**config.mk**
```make
export PLATFORM = sky130hd
export DESIGN_NAME = vector_mem_sequencer
export DESIGN_NICKNAME = d
export VERILOG_FILES = /design/src/rtl/vec_mem_pkg.sv /design/src/rtl/vector_mem_sequencer.sv
export SDC_FILE = /design/constraint.sdc
export NUM_CORES = 1
export LEC_CHECK = 0
export CAP_MARGIN = 20
export CORE_ASPECT_RATIO = 1.4
export CORE_MARGIN = 10
export CORE_UTILIZATION = 37
export CTS_CLUSTER_DIAMETER = 40
export DETAILED_ROUTE_END_ITERATION = 10
export PLACE_DENSITY = 0.64
export SLEW_MARGIN = 20
export SYNTH_ARGS = -nofsm -noshare
export SYNTH_HDL_FRONTEND = slang
export SYNTH_SLANG_ARGS = --single-unit
```
**constraint.sdc**
```tcl
create_clock -name CLK -period 4.1 [get_ports CLK]
set_input_delay 0.41 -clock CLK [delete_from_list [all_inputs] [get_ports CLK]]
set_output_delay 0.41 -clock CLK [all_outputs]
set_load 0.05 [all_outputs]
```
**src/rtl/vec_mem_pkg.sv**
```systemverilog
// rtl/vec_mem_pkg.sv - shared types and op-type encodings for the vector memory sequencer
package vec_mem_pkg;

    typedef enum logic [1:0] {
        IDLE  = 2'd0,
        ISSUE = 2'd1,
        DRAIN = 2'd2,
        DONE  = 2'd3
    } state_t;

    localparam logic [1:0] OP_SCALAR = 2'b00;
    localparam logic [1:0] OP_VECTOR = 2'b01;

endpackage

```
**src/rtl/vector_mem_sequencer.sv**
```systemverilog
// rtl/vector_mem_sequencer.sv - turns one scalar/vector load/store into a byte burst on a 1-cycle-latency RAM
module vector_mem_sequencer
    import vec_mem_pkg::*;
#(
    parameter int I = 20,
    parameter int L = 8,
    parameter int A = 32
) (
    input  logic                CLK,
    input  logic                RST,
    input  logic                start_i,
    input  logic [1:0]          op_type_i,
    input  logic                we_i,
    input  logic [A-1:0]        address_i,
    input  logic [I-1:0][L-1:0] vector_i,
    input  logic [L-1:0]        scalar_i,
    output logic [I-1:0][L-1:0] vector_o,
    output logic [L-1:0]        scalar_o,
    output logic                busy_o,
    output logic                done_o,
    output logic [A-1:0]        mem_address_o,
    output logic [L-1:0]        mem_wdata_o,
    output logic                mem_we_o,
    input  logic [L-1:0]        mem_rdata_i
);

    localparam int IW = $clog2(I + 1);

    state_t              state;
    logic [IW-1:0]       idx;
    logic [1:0]          op_q;
    logic                we_q;
    logic [A-1:0]        base_q;
    logic [I-1:0][L-1:0] vdata_q;
    logic [L-1:0]        sdata_q;
    logic [I-1:0][L-1:0] gather_q;
    logic [A-1:0]        addr_q;
    logic [L-1:0]        wdata_q;

    logic                is_vec;
    logic                last;
    logic [A-1:0]        cur_addr;
    logic [L-1:0]        cur_wdata;
    logic [I-1:0][L-1:0] gathered;

    // Per-beat address/data and the completed gather image including the final byte
    always_comb begin
        is_vec    = (op_q == OP_VECTOR);
        last      = is_vec ? (idx == IW'(I - 1)) : (idx == '0);
        cur_addr  = base_q + A'(idx);
        cur_wdata = is_vec ? vdata_q[idx] : sdata_q;
        gathered  = gather_q;
        gathered[I-1] = mem_rdata_i;
    end

    // RAM drive: live during ISSUE, otherwise hold the last beat with writes disabled
    always_comb begin
        mem_we_o      = (state == ISSUE) && we_q;
        mem_address_o = (state == ISSUE) ? cur_addr : addr_q;
        mem_wdata_o   = ((state == ISSUE) && we_q) ? cur_wdata : wdata_q;
    end

    // Sequencer FSM: latch request, walk the bytes, gather load data, pulse done
    always_ff @(posedge CLK or negedge RST) begin
        if (!RST) begin
            state    <= IDLE;
            idx      <= '0;
            op_q     <= '0;
            we_q     <= 1'b0;
            base_q   <= '0;
            vdata_q  <= '0;
            sdata_q  <= '0;
            gather_q <= '0;
            addr_q   <= '0;
            wdata_q  <= '0;
            vector_o <= '0;
            scalar_o <= '0;
            busy_o   <= 1'b0;
            done_o   <= 1'b0;
        end else begin
            case (state)
                IDLE: begin
                    if (start_i) begin
                        op_q    <= op_type_i;
                        we_q    <= we_i;
                        base_q  <= address_i;
                        vdata_q <= vector_i;
                        sdata_q <= scalar_i;
                        idx     <= '0;
                        busy_o  <= 1'b1;
                        if (op_type_i == OP_SCALAR || op_type_i == OP_VECTOR) begin
                            state <= ISSUE;
                        end else begin
                            state  <= DONE;
                            done_o <= 1'b1;
                        end
                    end
                end
                ISSUE: begin
                    addr_q <= cur_addr;
                    if (we_q) begin
                        wdata_q <= cur_wdata;
                    end else if (idx != '0) begin
                        // read data lags its address by one beat
                        gather_q[idx - IW'(1)] <= mem_rdata_i;
                    end
                    idx <= idx + IW'(1);
                    if (last) begin
                        if (we_q) begin
                            state  <= DONE;
                            done_o <= 1'b1;
                        end else begin
                            state <= DRAIN;
                        end
                    end
                end
                DRAIN: begin
                    if (is_vec) begin
                        vector_o <= gathered;
                    end else begin
                        scalar_o <= mem_rdata_i;
                    end
                    state  <= DONE;
                    done_o <= 1'b1;
                end
                DONE: begin
                    state  <= IDLE;
                    done_o <= 1'b0;
                    busy_o <= 1'b0;
                end
                default: begin
                    state  <= IDLE;
                    done_o <= 1'b0;
                    busy_o <= 1'b0;
                end
            endcase
        end
    end

endmodule

```
## Word level (Yosys, flattened, before mapping)

Cells that the tools add are included.

| storage, ports and cells | value |
|---|---|
| bits in writable memories | 0 |
| bits in latches | 0 |
| memories kept | 0 |
| memory bits (read-only) | 0 |
| register bits | 580 |

| operators by class | value |
|---|---|
| reduce and logical (&&, ||, !) cells | 18 |
| add/sub/neg operators | 3 |
| $mul | 0 |
| mux-type cells | 23 |
| equality and inequality tests | 10 |
| order comparisons | 3 |
| shifts and indexed selects | 0 |
| bitwise gates (word level) | 2 |
| div/mod/pow operators | 0 |

Operator list:

| operator | count |
|---|---|
| $bwmux W160 | 1 |
| $bmux W8 S5 | 1 |
| $demux W8 S5 | 1 |
| $add A32 B5 Y32 | 1 |
| $mux W32 | 1 |
| $mux W8 | 4 |
| $reduce_and A2 Y1 | 7 |
| $lt A5 B6 Y1 const B | 2 |
| $pmux W5 S2 | 1 |
| $ne A2 B2 Y1 const B | 4 |
| $pmux W2 S4 | 1 |
| $mux W1 | 7 |
| $eq A2 B1 Y1 const B | 3 |
| $mux W2 | 3 |
| $add A5 B1 Y5 const B | 1 |
| $eq A5 B5 Y1 const B | 1 |
| $ge A5 B1 Y1 const B | 1 |
| $logic_not A5 Y1 | 1 |
| $mux W5 | 1 |
| $reduce_bool A5 Y1 | 1 |
| $sub A5 B1 Y5 const B | 1 |
| $eq A2 B2 Y1 const B | 2 |
| $logic_not A2 Y1 | 2 |
| $pmux W1 S4 | 1 |
| 7 further kinds | 10 |

## Longest topological paths before layout

Gate-level depths: netlist of the first run.

| depth | value |
|---|---|
| word-level depth | 6 |
| mapped depth | 12 |
| mapped depth without buffers | 7 |

## Worst setup path before layout of the first run

Ideal clock, no wire load.

| timing | value |
|---|---|
| kind | reg2reg |
| start | reg idx[1] |
| end | reg gather_q[144] in the netlist's numbering |
| buffers on the path | 3 |
| stages on the path, launching flop included | 11 |
| library setup time | 125 ps |
| slack | 680 ps |
| clock period less this slack | 3420 ps |
| data arrival time | 3295 ps |
| required time | 3975 ps |
| path through | dfrtp_1 clkbuf_1 buf_2 buf_1 inv_1 ha_1 or2_0 or3_1 mux2_4 nor3_2 mux2_2 |

| on the way | value |
|---|---|
| word-level cells in the longest chain between the ends | 6 |
| elaborated cells on any way between the ends | 9 |
| classes of those cells | add/sub (1); order compare (2); mux (3); reduce/logical (3) |

RTL lines:

| what | RTL line | source |
|---|---|---|
| start: declaration | vector_mem_sequencer.sv:30 | `logic [IW-1:0] idx;` |
| start signal: assignment | vector_mem_sequencer.sv:107 | `idx <= idx + IW'(1);` |
| $sub A5 B1 Y5 | vector_mem_sequencer.sv:105 | `gather_q[idx - IW'(1)] <= mem_rdata_i;` |
| $lt A5 B6 Y1 (implied by the code) or $ge A5 B1 Y1 (tied branches) | vector_mem_sequencer.sv:105 |  |
| $logic_and A1 B1 Y1 (implied by the code) | vector_mem_sequencer.sv:105 |  |
| $mux W8 (implied by the code) | vector_mem_sequencer.sv:105 |  |
| $demux W8 S5 | vector_mem_sequencer.sv:105 |  |
| $bwmux W160 | vector_mem_sequencer.sv:105 |  |
| end signal: indexed assignment | vector_mem_sequencer.sv:105 |  |
| end: declaration | vector_mem_sequencer.sv:36 | `logic [I-1:0][L-1:0] gather_q;` |

Parallel ways exist; a longest one is shown, timed or not.
A chain may end at the register's enable or synchronous reset.

## Final worst setup path of the first run

| timing | value |
|---|---|
| start | reg idx[3] |
| end | out mem_address_o[27] |

| on the way | value |
|---|---|
| word-level cells in the longest chain between the ends | 2 |

RTL lines:

| what | RTL line | source |
|---|---|---|
| $add A32 B5 Y32 | vector_mem_sequencer.sv:50 | `cur_addr = base_q + A'(idx);` |
| $mux W32 | - |  |
| end: declaration | vector_mem_sequencer.sv:21 | `output logic [A-1:0] mem_address_o,` |

No other way between the ends.

==> reports/qor.csv, run 1 <==
stage,metric,value,unit
synth,syn_nets,1834,
synth,yosysWarnings,0,
cts,clock-sinks,572,
synth,yosysSeqAreaShare,60.4,%
floorplan,io_pins,425,
synth,synth.distinct_cells,60,
final_layout,nNetsFinal,2281,
timing,fin_hold_ws,0.428,ns
synth,synth_area_per_cell,14.8,sq um
min_path,hp-class,in2reg,
power,p_int,17.5,mW
cts,cts_tree,built,
floorplan,dieHeight,319,um
synth,synth_flop_cell,dfrtp_1,
min_path,whs_path_depth,2,
cts,clk_pin_slew,0.06,ns
critical_path,crit_path_start_kind,flip-flop,
place,hpwl,48.8,mm
global_route,grt_max_degree,121,
timing,skew,0.0261,ns
place,placedCellCount,2808,
critical_path,critPathMaxStageDelay,0.73,ns
global_route,grt_use_total,18.0,%
cts,cts.path.max_buffers,3,
global_route,antenna_found_initial,8,
power,p_per_area,906,mW/mm^2
critical_path,crit_arrival,3.30,ns
place,port_buffers,424,
power,clkPwrFrac,22.2,%
timing,rsz0062_at_grt,false,
power,seqPwrFrac,33.4,%
synth,synth-seq-cells,572,
synth,synth.area.top_cells,"dfrtp_1 (60%), mux2_2 (25%), mux2i_1 (2.3%)",
critical_path,end_kind,output pin,
final_layout,finish.instance_area,0.0318,sq mm
synth,synth_top_area_share,60.4,%
critical_path,reg2reg_setup_slack,1.12,ns
cts,root_buffer,clkbuf_16,
synth,post-synth-top-area-cell,dfrtp_1,
timing,post-route-min-period,3.71,ns
place,place_area,0.0293,sq mm
synth,synth_edf_count,0,
timing,hold_viol_final,0,
job,maxCapViolCount,0,
cts,clk_latency,0.60,ns
cts,htreeDepth,3,
critical_path,slowest_stage,a2111oi_2,
route,drt_first_pass_iters,4,
route,drc,0,
global_route,overflow,0,
power,p_sw,11.2,mW
final_layout,instances_no_fill,2941,
timing,tightest_slew,1.06,ns
critical_path,cp.required,3.69,ns
timing,drv_slew,0,
run_status,status,"finished, final reports clean",
floorplan,row_count,109,
global_route,grt_pass1_wl,103,mm
route,drt_iter0_drc,833,
synth,netlist_area,0.0237,sq mm
floorplan,core_area,0.0633,sq mm
final_layout,synthToLayoutAreaGrowth,34.0,%
critical_path,crit_type,reg2out,
critical_path,crit_top_cell,nand4_1,
synth,syn-instance-count,1605,
timing,setup_violations,0,
power,p_comb_share,44.4,%
final_layout,n_fill_cell,5464,
cts,cts_buffers,71,
critical_path,path_cells,"ha_1, nand4_1, buf_4, a2111oi_2, nand4_1, o211ai_1, buf_12",
final_layout,drive_above_1_share,36.3,%
timing,setup-tns-final,0,ns
route,wl,67.7,mm
timing,period_share,90.5,%
route,viasPerCell,5.10,
floorplan,initial_core_util,37.4,%
place,routabilityCongestion,0.798,
critical_path,rr_startpoint,idx[0],
route,antenna_left,0,
floorplan,die_w,234,um
floorplan,die-area,0.0747,sq mm
power,leakage,13.7,nW
final_layout,regArea,0.0143,sq mm
timing,maxSlewHeadroom,28.8,%
power,swShare,39.1,%
timing,max_freq,270,MHz
global_route,grt_pass1_vias,16400,
critical_path,r2r_cells,7,
synth,async_flop_share,100,%
critical_path,critical_path_peak_fanout,13,
final_layout,multi_input_area,0.00899,sq mm
power,peakVddDrop,0.000584,V
critical_path,r2r-end,gather_q[145],
min_path,hp-start,vector_i[10],
route,post_drt_wl_per_cell,23.0,um
power,power.total,28.8,mW
route,vias,15000,
min_path,min_to,vdata_q[10],
-- area by class of cell --
class / count / area share, %
Timing Repair Buffer: 464 / 15.5
Sequential cell: 572 / 45.1
Antenna cell: 1 / 0.00788
Clock inverter: 42 / 1.66
Clock buffer: 87 / 6.01
Multi-Input combinational cell: 931 / 28.3
Tap cell: 832 / 3.28
Inverter: 12 / 0.150
-- state kept, by name, indices dropped and copies added (netlist names) --
register,cells
we_q,1
op_q,2
wdata_q,8
sdata_q,8
idx,5
gather_q,152
state,2
vector_o,160
base_q,32
vdata_q,160
addr_q,32
done_o,1
busy_o,1
scalar_o,8
-- worst max path at each step --
stage | slack, ns | to | startpoint
final | 0.39 | mem_address_o[27] | idx[3]
after global routing | 0.25 | mem_address_o[27] | idx[3]
after CTS | 0.13 | mem_address_o[27] | idx[3]
after detailed placement | 0.79 | mem_address_o[27] | idx[3]
after global placement | 0.85 | mem_address_o[29] | idx[3]
after floorplan | 0.68 | gather_q[144] | idx[1]
-- cell families (layout without fill, tap and decap cells) --
logic type	after synthesis	count (layout)	share of synthesized area (%)
multiplexers	598	598	28.9
flip-flops	572	572	60.4
AND/OR/NAND/NOR	172	172	3.83
AO/OA/AOI/OAI	120	120	3.32
buffers and inverters	102	605	1.74
XOR/XNOR	26	26	0.961
adder cells (fa/ha/maj)	15	15	0.824
other	0	1	0
-- power by group through the flow --
stage	logic (mW)	registers (mW)	clock network, mW
6_report	12.8	9.62	6.39
4_1_cts	13.0	9.64	6.56
2_1_floorplan	6.09	11.5	0
3_5_place_dp	12.9	9.73	0
5_1_grt	13.5	9.92	6.82
3_3_place_gp	12.7	9.60	0
-- worst max-delay path, delay by kind of cell (launching register included) --
| kind | cells | cell delay [ns] |
|---|---|---|
| compound gates | 2 | 1.01 |
| flops | 1 | 0.54 |
| fa+ha+maj | 1 | 0.47 |
| buf+inv | 2 | 0.39 |
| simple gates | 2 | 0.31 |
-- per-stage QoR --
stage	setup WS, ns	utilization [%]
after floorplan	0.680	-
after global placement	0.852	46.3
after detailed placement	0.791	46.3
after CTS	0.130	50.1
after global routing	0.253	50.2
final	0.391	50.2
-- layout by cell type, fill, tap and decap left out, types with 5 or more instances in the layout --
cell type,Yosys,final
clkbuf_16,0,71
o22ai_1,16,16
mux2i_1,54,54
a21oi_1,33,32
xnor2_1,25,25
clkdlybuf4s50_1,0,387
mux4_2,16,16
clkinv_2,0,7
nor4_1,6,6
inv_1,11,11
nor2b_1,5,5
or3_1,5,5
dfrtp_1,572,570
ha_1,14,13
buf_12,0,37
nand2_1,34,32
inv_6,0,11
clkinv_4,0,5
buf_4,1,37
mux2_2,527,527
nand3_1,22,22
and2_1,6,6
nor2_1,45,45
o21ai_0,8,8
bufinv_16,0,7
a31oi_1,19,19
nand4_1,12,12
clkinvlp_4,0,7
a22oi_1,16,16
nor3_2,5,5
clkbuf_8,0,7
clkbuf_1,64,9
-- timing repair --
action | CTS | global route
endpoints found under the setup margin | 0 | 6
setup buffers | 0 | 2
resized for setup | 0 | 1
hold buffers | 1 | 0
endpoints found under the hold margin | 47 | 0
-- synthesized netlist by cell type (6+ instances only) --
cell      count
dfrtp_1     572
mux2_2      527
clkbuf_1     64
mux2i_1      54
nor2_1       45
nand2_1      34
a21oi_1      33
xnor2_1      25
nand3_1      22
a31oi_1      19
a22oi_1      16
buf_1        16
mux4_2       16
o22ai_1      16
ha_1         14
nand4_1      12
inv_1        11
o21ai_0       8
buf_2         7
and2_1        6
nor4_1        6
-- per-layer routing --
metal,vias up,share of wire [%],GRT usage [%]
li1,6734,-,-
met1,7760,40,21.3
met2,400,52,31.4
met3,85,6.3,5.02
met4,14,1.6,4.37
met5,-,0.14,0
(Power assumes the default switching activity.)
==> run 2: changes to the inputs <==
GPL_ROUTABILITY_DRIVEN = 0   (was unset)
==> results of run 2 <==
Final layout, timing and power as in run 1 (identical DEF).
